--- config.mk ---
export PLATFORM = sky130hd
export DESIGN_NAME = status_lookup_sequencer_flat
export DESIGN_NICKNAME = d
export VERILOG_FILES = /design/src/rtl/status_seq_pkg.sv /design/src/rtl/status_seq_if.sv /design/src/rtl/status_seq_fifo.sv /design/src/rtl/status_lookup_sequencer.sv /design/src/flat_wrapper.sv
export SDC_FILE = /design/constraint.sdc
export NUM_CORES = 1
export LEC_CHECK = 0
export ABC_CLOCK_PERIOD_IN_PS = 2970
export CORE_ASPECT_RATIO = 0.9
export CORE_MARGIN = 2
export CORE_UTILIZATION = 35
export CTS_BUF_LIST = sky130_fd_sc_hd__clkbuf_4 sky130_fd_sc_hd__clkbuf_8
export DETAILED_ROUTE_END_ITERATION = 8
export GPL_ROUTABILITY_DRIVEN = 0
export GPL_TIMING_DRIVEN = 0
export PLACE_DENSITY = 0.56
export SETUP_SLACK_MARGIN = 0.4
export SLEW_MARGIN = 25
export SYNTH_ARGS = -nofsm -noshare
export SYNTH_HDL_FRONTEND = slang
export SYNTH_SLANG_ARGS = --single-unit
--- constraint.sdc ---
create_clock -name clk -period 2.97 [get_ports clk]
set_clock_uncertainty 0.2 [all_clocks]
set_input_delay 0.891 -clock clk [delete_from_list [all_inputs] [get_ports clk]]
set_output_delay 0.891 -clock clk [all_outputs]
set_load 0.01 [all_outputs]
--- src/rtl/status_seq_pkg.sv ---
// Shared types for the status lookup sequencer: FSM encoding, request record, stats width.
package status_seq_pkg;

  localparam int unsigned SEQ_ADDR_W = 8;
  localparam int unsigned SEQ_TAG_W  = 4;
  localparam int unsigned STATS_W    = 16;

  typedef enum logic [1:0] {IDLE, ISSUE, WAIT, RESP} seq_state_t;

  typedef struct packed {
    logic [SEQ_TAG_W-1:0]  tag;
    logic [SEQ_ADDR_W-1:0] addr;
  } seq_req_t;

endpackage

--- src/rtl/status_seq_if.sv ---
// Request, lookup-strobe and response channels of the status lookup sequencer.
interface status_seq_if #(
  parameter int unsigned ADDR_W = 8,
  parameter int unsigned TAG_W  = 4
);
  logic              req_valid;
  logic              req_ready;
  logic [ADDR_W-1:0] req_addr;
  logic [TAG_W-1:0]  req_tag;
  logic              lk_valid;
  logic [ADDR_W-1:0] lk_addr;
  logic              lk_active;
  logic              rsp_valid;
  logic              rsp_ready;
  logic [TAG_W-1:0]  rsp_tag;
  logic [ADDR_W-1:0] rsp_addr;
  logic              rsp_active;

  modport slave (
    input  req_valid, req_addr, req_tag, lk_active, rsp_ready,
    output req_ready, lk_valid, lk_addr, rsp_valid, rsp_tag, rsp_addr, rsp_active
  );

  modport master (
    output req_valid, req_addr, req_tag, lk_active, rsp_ready,
    input  req_ready, lk_valid, lk_addr, rsp_valid, rsp_tag, rsp_addr, rsp_active
  );
endinterface

--- src/rtl/status_seq_fifo.sv ---
// Synchronous request FIFO; pointers wrap modulo DEPTH, caller must not push when full or pop when empty.
module status_seq_fifo import status_seq_pkg::*; #(
  parameter type         T     = seq_req_t,
  parameter int unsigned DEPTH = 4
) (
  input  logic                   clk,
  input  logic                   reset,
  input  logic                   i_push,
  input  T                       i_data,
  input  logic                   i_pop,
  output T                       o_head,
  output logic                   o_full,
  output logic                   o_empty,
  output logic [$clog2(DEPTH):0] o_count
);
  localparam int unsigned PW = $clog2(DEPTH);

  T              r_mem [DEPTH];
  logic [PW-1:0] r_wr_ptr;
  logic [PW-1:0] r_rd_ptr;
  logic [PW:0]   r_count;

  always_ff @(posedge clk) begin
    if (i_push) r_mem[r_wr_ptr] <= i_data;
  end

  always_ff @(posedge clk or posedge reset) begin
    if (reset) begin
      r_wr_ptr <= '0;
      r_rd_ptr <= '0;
      r_count  <= '0;
    end else begin
      if (i_push) r_wr_ptr <= r_wr_ptr + 1'b1;
      if (i_pop)  r_rd_ptr <= r_rd_ptr + 1'b1;
      case ({i_push, i_pop})
        2'b10:   r_count <= r_count + 1'b1;
        2'b01:   r_count <= r_count - 1'b1;
        default: r_count <= r_count;
      endcase
    end
  end

  assign o_head  = r_mem[r_rd_ptr];
  assign o_full  = (r_count == (PW+1)'(DEPTH));
  assign o_empty = (r_count == '0);
  assign o_count = r_count;
endmodule

--- src/rtl/status_lookup_sequencer.sv ---
// Buffers tagged lookups, issues one strobe at a time, returns {tag, addr, active}.
// Optional STATUS_SEQ_STATS_EN adds saturating hit/miss counters.
module status_lookup_sequencer import status_seq_pkg::*; #(
  parameter int unsigned ADDR_W = 8,
  parameter int unsigned TAG_W  = 4,
  parameter int unsigned DEPTH  = 4
) (
  input  logic                   clk,
  input  logic                   reset,
  status_seq_if.slave            bus,
  output logic [$clog2(DEPTH):0] fifo_count
`ifdef STATUS_SEQ_STATS_EN
  ,
  output logic [STATS_W-1:0]     hit_cnt,
  output logic [STATS_W-1:0]     miss_cnt
`endif
);
  typedef struct packed {
    logic [TAG_W-1:0]  tag;
    logic [ADDR_W-1:0] addr;
  } req_t;

  seq_state_t        r_state;
  seq_state_t        w_next;
  req_t              w_push_data;
  req_t              w_head;
  logic              w_push;
  logic              w_pop;
  logic              w_full;
  logic              w_empty;
  logic [TAG_W-1:0]  r_rsp_tag;
  logic [ADDR_W-1:0] r_rsp_addr;
  logic              r_rsp_active;

  // No full-with-pop bypass: a full FIFO refuses even while ISSUE pops.
  assign w_push_data = '{tag: bus.req_tag, addr: bus.req_addr};
  assign w_push      = bus.req_valid && !w_full;
  assign bus.req_ready = !w_full;

  status_seq_fifo #(
    .T     (req_t),
    .DEPTH (DEPTH)
  ) u_fifo (
    .clk     (clk),
    .reset   (reset),
    .i_push  (w_push),
    .i_data  (w_push_data),
    .i_pop   (w_pop),
    .o_head  (w_head),
    .o_full  (w_full),
    .o_empty (w_empty),
    .o_count (fifo_count)
  );

  always_comb begin
    w_next        = r_state;
    w_pop         = 1'b0;
    bus.lk_valid  = 1'b0;
    bus.lk_addr   = '0;
    bus.rsp_valid = 1'b0;
    case (r_state)
      IDLE:  if (!w_empty) w_next = ISSUE;
      ISSUE: begin
        w_pop        = 1'b1;
        bus.lk_valid = 1'b1;
        bus.lk_addr  = w_head.addr;
        w_next       = WAIT;
      end
      WAIT:  w_next = RESP;
      RESP: begin
        bus.rsp_valid = 1'b1;
        if (bus.rsp_ready) w_next = w_empty ? IDLE : ISSUE;
      end
      default: w_next = IDLE;
    endcase
  end

  always_ff @(posedge clk or posedge reset) begin
    if (reset) begin
      r_state      <= IDLE;
      r_rsp_tag    <= '0;
      r_rsp_addr   <= '0;
      r_rsp_active <= 1'b0;
    end else begin
      r_state <= w_next;
      if (r_state == ISSUE) begin
        r_rsp_tag  <= w_head.tag;
        r_rsp_addr <= w_head.addr;
      end
      if (r_state == WAIT) r_rsp_active <= bus.lk_active;
    end
  end

  assign bus.rsp_tag    = r_rsp_tag;
  assign bus.rsp_addr   = r_rsp_addr;
  assign bus.rsp_active = r_rsp_active;

`ifdef STATUS_SEQ_STATS_EN
  logic [STATS_W-1:0] r_hit_cnt;
  logic [STATS_W-1:0] r_miss_cnt;
  logic               w_rsp_hs;

  assign w_rsp_hs = (r_state == RESP) && bus.rsp_ready;

  always_ff @(posedge clk or posedge reset) begin
    if (reset) begin
      r_hit_cnt  <= '0;
      r_miss_cnt <= '0;
    end else if (w_rsp_hs) begin
      if (r_rsp_active) begin
        if (r_hit_cnt != '1) r_hit_cnt <= r_hit_cnt + 1'b1;
      end else begin
        if (r_miss_cnt != '1) r_miss_cnt <= r_miss_cnt + 1'b1;
      end
    end
  end

  assign hit_cnt  = r_hit_cnt;
  assign miss_cnt = r_miss_cnt;
`endif
endmodule

--- src/flat_wrapper.sv ---
// flat-port wrapper written by rule: the top's interface ports become plain ports
module status_lookup_sequencer_flat import status_seq_pkg::*;
#(
  parameter int unsigned ADDR_W = 8,
  parameter int unsigned TAG_W  = 4,
  parameter int unsigned DEPTH  = 4
)
  (clk, reset, fifo_count, bus_req_valid, bus_req_addr, bus_req_tag, bus_lk_active, bus_rsp_ready, bus_req_ready, bus_lk_valid, bus_lk_addr, bus_rsp_valid, bus_rsp_tag, bus_rsp_addr, bus_rsp_active);
  status_seq_if #(.ADDR_W(ADDR_W), .TAG_W(TAG_W)) bus_i ();
  input  logic clk;
  input  logic reset;
  output logic [$clog2(DEPTH):0] fifo_count;
  input wire logic [$bits(bus_i.req_valid)-1:0] bus_req_valid;
  input wire logic [$bits(bus_i.req_addr)-1:0] bus_req_addr;
  input wire logic [$bits(bus_i.req_tag)-1:0] bus_req_tag;
  input wire logic [$bits(bus_i.lk_active)-1:0] bus_lk_active;
  input wire logic [$bits(bus_i.rsp_ready)-1:0] bus_rsp_ready;
  output wire logic [$bits(bus_i.req_ready)-1:0] bus_req_ready;
  output wire logic [$bits(bus_i.lk_valid)-1:0] bus_lk_valid;
  output wire logic [$bits(bus_i.lk_addr)-1:0] bus_lk_addr;
  output wire logic [$bits(bus_i.rsp_valid)-1:0] bus_rsp_valid;
  output wire logic [$bits(bus_i.rsp_tag)-1:0] bus_rsp_tag;
  output wire logic [$bits(bus_i.rsp_addr)-1:0] bus_rsp_addr;
  output wire logic [$bits(bus_i.rsp_active)-1:0] bus_rsp_active;
  assign bus_i.req_valid = bus_req_valid;
  assign bus_i.req_addr = bus_req_addr;
  assign bus_i.req_tag = bus_req_tag;
  assign bus_i.lk_active = bus_lk_active;
  assign bus_i.rsp_ready = bus_rsp_ready;
  assign bus_req_ready = bus_i.req_ready;
  assign bus_lk_valid = bus_i.lk_valid;
  assign bus_lk_addr = bus_i.lk_addr;
  assign bus_rsp_valid = bus_i.rsp_valid;
  assign bus_rsp_tag = bus_i.rsp_tag;
  assign bus_rsp_addr = bus_i.rsp_addr;
  assign bus_rsp_active = bus_i.rsp_active;
  status_lookup_sequencer #(.ADDR_W(ADDR_W), .TAG_W(TAG_W), .DEPTH(DEPTH)) u_core (.clk(clk), .reset(reset), .bus(bus_i), .fifo_count(fifo_count));
endmodule
==> impl_metrics.py, run 1 <==
metrics = {
    "sta": {
        "fin_hold_ws_ns": 0.282,
        "setup_ws_ns": 0.258,
        "layout_min_cycle_time_ns": 2.71,
        "slew_headroom_pct": 54.6,
        "setup_tns_ns": 0,
        "clock.fmax_ghz": 0.369,
        "finalHoldViolCount": 0,
        "finalMaxSlewViolations": 0,
        "rsz0062_at_grt": "yes",
        "period_share_pct": 91.3,
        "worst_pin_slew_ns": 0.682,
        "setup_violations": 0,
    },
    "synthesis": {
        "synth_edf_count": 48,
        "synth_ff_type": "edfxtp_1",
        "synth_most_common_cell": "edfxtp_1",
        "ys_top_cells_by_count": "48 x edfxtp_1, 22 x dfrtp_1, 17 x mux2i_1",
        "synth_top_area_cell": "edfxtp_1",
        "synthesis.area_sq_um": 2850,
        "ys_seq_area_share_pct": 69.8,
        "ys_ff_latch": 70,
        "yosysWarnings": 0,
        "synth_top_area_share_pct": 50.5,
        "synthArstFlopShare_pct": 31.4,
        "avgSynthCellArea_sq_um": 17.3,
        "synth_nets": 193,
        "synthCells": 165,
        "synth_area_leaders": "edfxtp_1 51%, dfrtp_1 19%, mux2i_1 6.0%",
        "yosys.cell_types.count": 31,
    },
    "place": {
        "dpl.hpwl_microns": 3490,
        "portBuffers": 43,
        "post-place-ws_ns": -0.459,
        "placed_cells": 307,
        "placed_area_sq_um": 3410,
    },
    "global_routing": {
        "grt_pass1_vias": 1623,
        "grt_usage_pct": 13.9,
        "grt_max_degree": 23,
        "antenna_found_initial": 0,
        "grt_overflow": 0,
        "grt_pass1_wl_microns": 8850,
    },
    "clock_network": {
        "h-tree-depth": 3,
        "cts_hold_buf": 0,
        "cts_root_buf": "clkbuf_8",
        "clk_pin_slew_ns": 0.07,
        "cts_buffers": 9,
        "cts_sinks": 70,
        "clock_latency_ns": 0.34,
        "cts_tree": "built",
        "clock_path_buffers": 2,
    },
    "worst_hold_path": {
        "hp-class": "flip-flop to flip-flop",
    },
    "cells_and_area": {
        "final_nets": 264,
        "diodes": 0,
        "design_area_sq_um": 4000,
        "stdcell_count": 340,
        "utilization_pct": 50.1,
        "drive_above_1_share_pct": 33.6,
        "area_delta_synth_final_pct": 40.2,
    },
    "detailed_routing": {
        "drc": 0,
        "drt-initial-drc-count": 46,
        "wl_microns": 5760,
        "vias": 1619,
        "avgRoutedWirePerCell_microns": 16.9,
        "final_antenna_net_count": 0,
        "via_per_inst": 4.76,
        "drt_first_pass_iters": 4,
    },
    "worst_setup_path": {
        "arrival_ns": 1.62,
        "critPathCaptureType": "primary output",
        "cp-start-kind": "flip-flop",
        "worstSetupPathType": "flip-flop to primary output",
        "cp_max_fo": 8,
        "crit_required_ns": 1.88,
    },
    "floorplanning": {
        "num_rows": 31,
        "dieArea_sq_um": 8890,
        "die_h_microns": 89.7,
        "io_pins": 44,
        "fp.coreArea_sq_um": 7990,
        "die_w_microns": 99.2,
        "start_util_pct": 35.7,
    },
    "power": {
        "total_power_mw": 4.36,
        "leakagePower_nw": 1.60,
        "powerDensity_nw_per_um2": 1090,
        "irDropWorstVdd_mv": 0.483,
    },
    "flow_run": {
        "cap_violations": 0,
    },
    "run_status": {
        "status": "completed",
    },
}
path summary, 6_finish.rpt:
kind / start / endpoint / slack, ns / cells past startpoint
max in group asynchronous: reset / u_core.r_state[0] / 1.46 / 2
worst min-delay path: u_core.bus.rsp_addr[7] / u_core.bus.rsp_addr[7] / 0.28 / 1
min in group asynchronous: reset / u_core.bus.rsp_active / 0.72 / 2
worst max-delay path: u_core.r_state[1] / bus_lk_addr[0] / 0.26 / 7
worst max register to register: u_core.u_fifo.o_count[0] / u_core.u_fifo.o_count[2] / 0.61 / 9
worst min register to register: u_core.bus.rsp_addr[7] / u_core.bus.rsp_addr[7] / 0.28 / 1
layout by cell type, fill, tap and decap left out, types with 2 or more instances in the layout:
cell type,netlist,layout
buf_4,1,15
dfrtp_1,22,20
nor3_1,2,2
mux2i_2,0,4
mux2i_1,17,8
buf_2,0,3
mux2_4,2,2
mux2i_4,0,5
and3_1,4,4
buf_12,1,2
o22ai_4,0,6
inv_2,0,2
mux4_1,2,2
clkbuf_8,0,9
xor2_1,3,3
clkdlybuf4s50_1,0,31
dlygate4sd2_1,0,2
inv_1,10,8
nor2_1,2,2
mux2_2,5,5
buf_6,1,6
o22ai_2,0,2
xnor2_1,3,3
clkinv_2,0,2
a21o_1,8,8
mux4_2,2,2
dfrtp_2,0,2
ha_1,10,9
buf_8,0,2
edfxtp_1,48,48
clkbuf_4,0,2
power by group:
part	internal (mW)	switching, mW	total, mW
clock network	0.401	0.336	0.737
logic	1.18	0.942	2.13
registers	1.36	0.132	1.49
total	2.95	1.41	4.36
worst max-delay path, stage by stage (launching register included):
cell and delay (ns):
dfrtp_1 0.40, inv_2 0.09, ha_4 0.15, buf_8 0.13
nand2b_4 0.06, clkbuf_16 0.18, o22ai_2 0.12, buf_2 0.16
what timing repair did:
| action | CTS | global route |
|---|---|---|
| setup endpoints to repair | 11 | 9 |
| pin swaps | 5 | 1 |
| resized for setup | 88 | 5 |
| cloned | 1 | 0 |
| hold endpoints to repair | 0 | 0 |
| setup buffers | 13 | 3 |
flip-flops by register name, indices dropped and copies added, names as in the netlist:
signal	flops
u_core.bus.rsp_tag	4
u_core.u_fifo.r_rd_ptr	2
u_core.r_state	2
u_core.u_fifo.r_wr_ptr	2
u_core.bus.rsp_addr	8
u_core.u_fifo.r_mem	48
u_core.bus.rsp_active	1
u_core.u_fifo.o_count	3
area by class of cell:
class,count,area [sq um]
Tap cell,99,124
Clock inverter,5,51.3
Clock buffer,11,139
Multi-Input combinational cell,79,983
Sequential cell,70,1990
Fill cell,675,3990
Buffer,6,96.3
Inverter,10,37.5
Timing Repair Buffer,60,577
routing by layer:
layer	GRT usage, %	vias up	wire length (microns)	part of all wire [%]
li1	-	760	-	-
met1	17.5	812	2630	46
met2	22.7	45	2840	49
met3	4.64	2	256	4.4
met4	5.35	0	44	0.76
met5	0	-	0	0
cells by family after synthesis:
kind of cell             share of synthesized area [%]
AO/OA/AOI/OAI                                     4.91
buffers and inverters                             3.07
XOR/XNOR                                          1.84
multiplexers                                      12.4
AND/OR/NAND/NOR                                   2.89
flip-flops                                        69.8
adder cells (fa/ha/maj)                           5.09
No activity file was read; power rests on OpenSTA's default activity.
==> run 2: changes to the inputs <==
--- a/config.mk
+++ b/config.mk
@@ -5,7 +5,7 @@
 export SDC_FILE = /design/constraint.sdc
 export NUM_CORES = 1
 export LEC_CHECK = 0
-export ABC_CLOCK_PERIOD_IN_PS = 2970
+export ABC_CLOCK_PERIOD_IN_PS = 2400
 export CORE_ASPECT_RATIO = 0.9
 export CORE_MARGIN = 2
 export CORE_UTILIZATION = 35
@@ -13,7 +13,7 @@
 export DETAILED_ROUTE_END_ITERATION = 8
 export GPL_ROUTABILITY_DRIVEN = 0
 export GPL_TIMING_DRIVEN = 0
-export PLACE_DENSITY = 0.56
+export PLACE_DENSITY = 0.58
 export SETUP_SLACK_MARGIN = 0.4
 export SLEW_MARGIN = 25
 export SYNTH_ARGS = -nofsm -noshare
==> constraint.sdc (replaced) <==
create_clock -name clk -period 2.4 [get_ports clk]
set_clock_uncertainty 0.2 [all_clocks]
set_input_delay 0.72 -clock clk [delete_from_list [all_inputs] [get_ports clk]]
set_output_delay 0.72 -clock clk [all_outputs]
set_load 0.01 [all_outputs]
==> run 2 against run 1 <==
The run now ends with setup timing left. Count of clock-buffer cells in the layout decreased by 1. Via count increased by 0.99%. Sequential power increased by 24%. Utilization increased by 1.8 points. Worst hold slack got worse by 0.0067 ns. Sequential share of layout area decreased by 1.7 points. Total power increased by 30%. Die area unchanged. Global-route usage increased by 0.13 points. Register-to-register slack got worse by 0.43 ns. Sequential cell count unchanged.
==> impl_metrics.py, run 2 (synthesis results as in run 1) <==
metrics = {
    "clock_network": {
        "cts_hold_buf": 0,
        "cts_root_buf": "clkbuf_8",
        "clk_pin_slew_ns": 0.07,
        "clock_latency_ns": 0.34,
        "cts_buffers": 9,
        "cts_tree": "built",
        "h-tree-depth": 3,
        "clock_path_buffers": 2,
        "cts_sinks": 70,
    },
    "cells_and_area": {
        "largest_reg_flops": 48,
        "final_nets": 269,
        "stdcell_count": 345,
        "area_delta_synth_final_pct": 45.4,
        "diodes": 0,
        "layout_common_cells": "48 x edfxtp_1, 19 x dfrtp_1, 18 x buf_4",
        "final_common_cell": "edfxtp_1",
        "drive_above_1_share_pct": 43.5,
        "largest-register": "u_core.u_fifo.r_mem",
        "fillers": 678,
    },
    "detailed_routing": {
        "final_antenna_net_count": 0,
        "drc": 0,
        "avgRoutedWirePerCell_microns": 16.3,
        "drt-initial-drc-count": 48,
        "drt_first_pass_iters": 4,
        "wl_microns": 5620,
        "via_per_inst": 4.74,
        "vias": 1635,
    },
    "sta": {
        "setup_violations": 8,
        "finalHoldViolCount": 0,
        "period_share_pct": 105,
        "rsz0062_at_grt": "yes",
        "setup_ws_ns": -0.131,
        "worst_pin_slew_ns": 0.633,
        "slew_headroom_pct": 57.8,
        "setup_tns_ns": -0.950,
        "clock.fmax_ghz": 0.395,
        "layout_min_cycle_time_ns": 2.53,
        "finalMaxSlewViolations": 0,
        "fin_hold_ws_ns": 0.276,
    },
    "place": {
        "placed_cells": 307,
        "dpl.hpwl_microns": 3400,
        "portBuffers": 43,
        "post-place-ws_ns": -0.471,
    },
    "run_status": {
        "violations": "setup timing",
        "status": "complete, but fails checks",
    },
    "power": {
        "leakagePower_nw": 1.65,
        "powerDensity_nw_per_um2": 1360,
        "irDropWorstVdd_mv": 0.615,
        "total_power_mw": 5.65,
    },
    "floorplanning": {
        "io_pins": 44,
        "fp.coreArea_sq_um": 7990,
        "dieArea_sq_um": 8890,
        "die_w_microns": 99.2,
        "num_rows": 31,
        "die_h_microns": 89.7,
        "start_util_pct": 35.7,
    },
    "global_routing": {
        "grt_overflow": 0,
        "grt_pass1_vias": 1690,
        "grt_pass1_wl_microns": 8980,
        "antenna_found_initial": 0,
        "grt_usage_pct": 14.0,
        "grt_max_degree": 23,
    },
    "worst_setup_path": {
        "cp-start-kind": "flip-flop",
        "crit_required_ns": 1.48,
        "critPathCaptureType": "primary output",
        "cp_max_fo": 8,
        "worstSetupPathType": "flip-flop to primary output",
        "arrival_ns": 1.61,
    },
    "flow_run": {
        "cap_violations": 0,
    },
    "worst_hold_path": {
        "hp-class": "flip-flop to flip-flop",
    },
}
[run 2: power by group]
group          switching [mW]  internal [mW]  total, mW
combinational            1.22           1.53       2.76
sequential              0.168           1.69       1.85
clock                   0.433          0.609       1.04
[run 2: path summary, 6_finish.rpt]
check | slack [ns] | cells past startpoint | start | end
setup / recovery | -0.13 | 7 | u_core.r_state[1] | bus_lk_addr[2]
hold / removal | 0.28 | 1 | u_core.bus.rsp_addr[6] | u_core.bus.rsp_addr[6]
setup reg to reg | 0.18 | 9 | u_core.u_fifo.o_count[0] | u_core.u_fifo.o_count[2]
hold reg to reg | 0.28 | 1 | u_core.bus.rsp_addr[6] | u_core.bus.rsp_addr[6]
max in group asynchronous | 1.05 | 2 | reset | u_core.u_fifo.o_count[0]
min in group asynchronous | 0.55 | 2 | reset | u_core.bus.rsp_active
[run 2: layout make-up]
class / count / area, sq um / share of cell area (%)
flip-flops and latches: 70 / 2000 / 48.1
plain buffers: 6 / 109 / 2.62
well taps: 99 / 124 / 2.98
clock buffers: 10 / 138 / 3.32
clock inverters: 6 / 85.1 / 2.05
repair buffers: 65 / 596 / 14.4
inverters: 10 / 37.5 / 0.904
multi-input cells: 79 / 1070 / 25.7
[run 2: per-layer routing]
metal,GRT usage [%],share of wire (%)
met3,6.35,5.9
met2,22.8,49
met1,16.9,44
met5,0,0
met4,4.73,0.59
[run 2: metrics by stage]
stage,instance area [sq um],util [%]
after detailed placement,3560,44.6
final,4150,51.9
after CTS,4050,50.7
after global placement,3560,44.6
after floorplan,3010,-
after global routing,4150,51.9
[run 2: critical path, stage by stage, from the launching register on]
cell and delay (ns):
dfrtp_2 0.42, inv_2 0.08, ha_4 0.15, buf_12 0.12, nand2b_4 0.05, clkbuf_16 0.18
o22ai_4 0.13, buf_6 0.13
[run 2: what timing repair did]
action / CTS / global route
resized for setup: 111 / 12
pin swaps: 7 / 3
buffers inserted: 16 / 5
setup endpoints to repair: 77 / 39
cloned: 1 / 0
==> run 3: changes to the inputs <==
--- a/config.mk
+++ b/config.mk
@@ -6,6 +6,7 @@
 export NUM_CORES = 1
 export LEC_CHECK = 0
 export ABC_CLOCK_PERIOD_IN_PS = 2400
+export CAP_MARGIN = 20
 export CORE_ASPECT_RATIO = 0.9
 export CORE_MARGIN = 2
 export CORE_UTILIZATION = 35
==> results of run 3 <==
No change in the layout: final DEF, timing and power equal those of run 2.
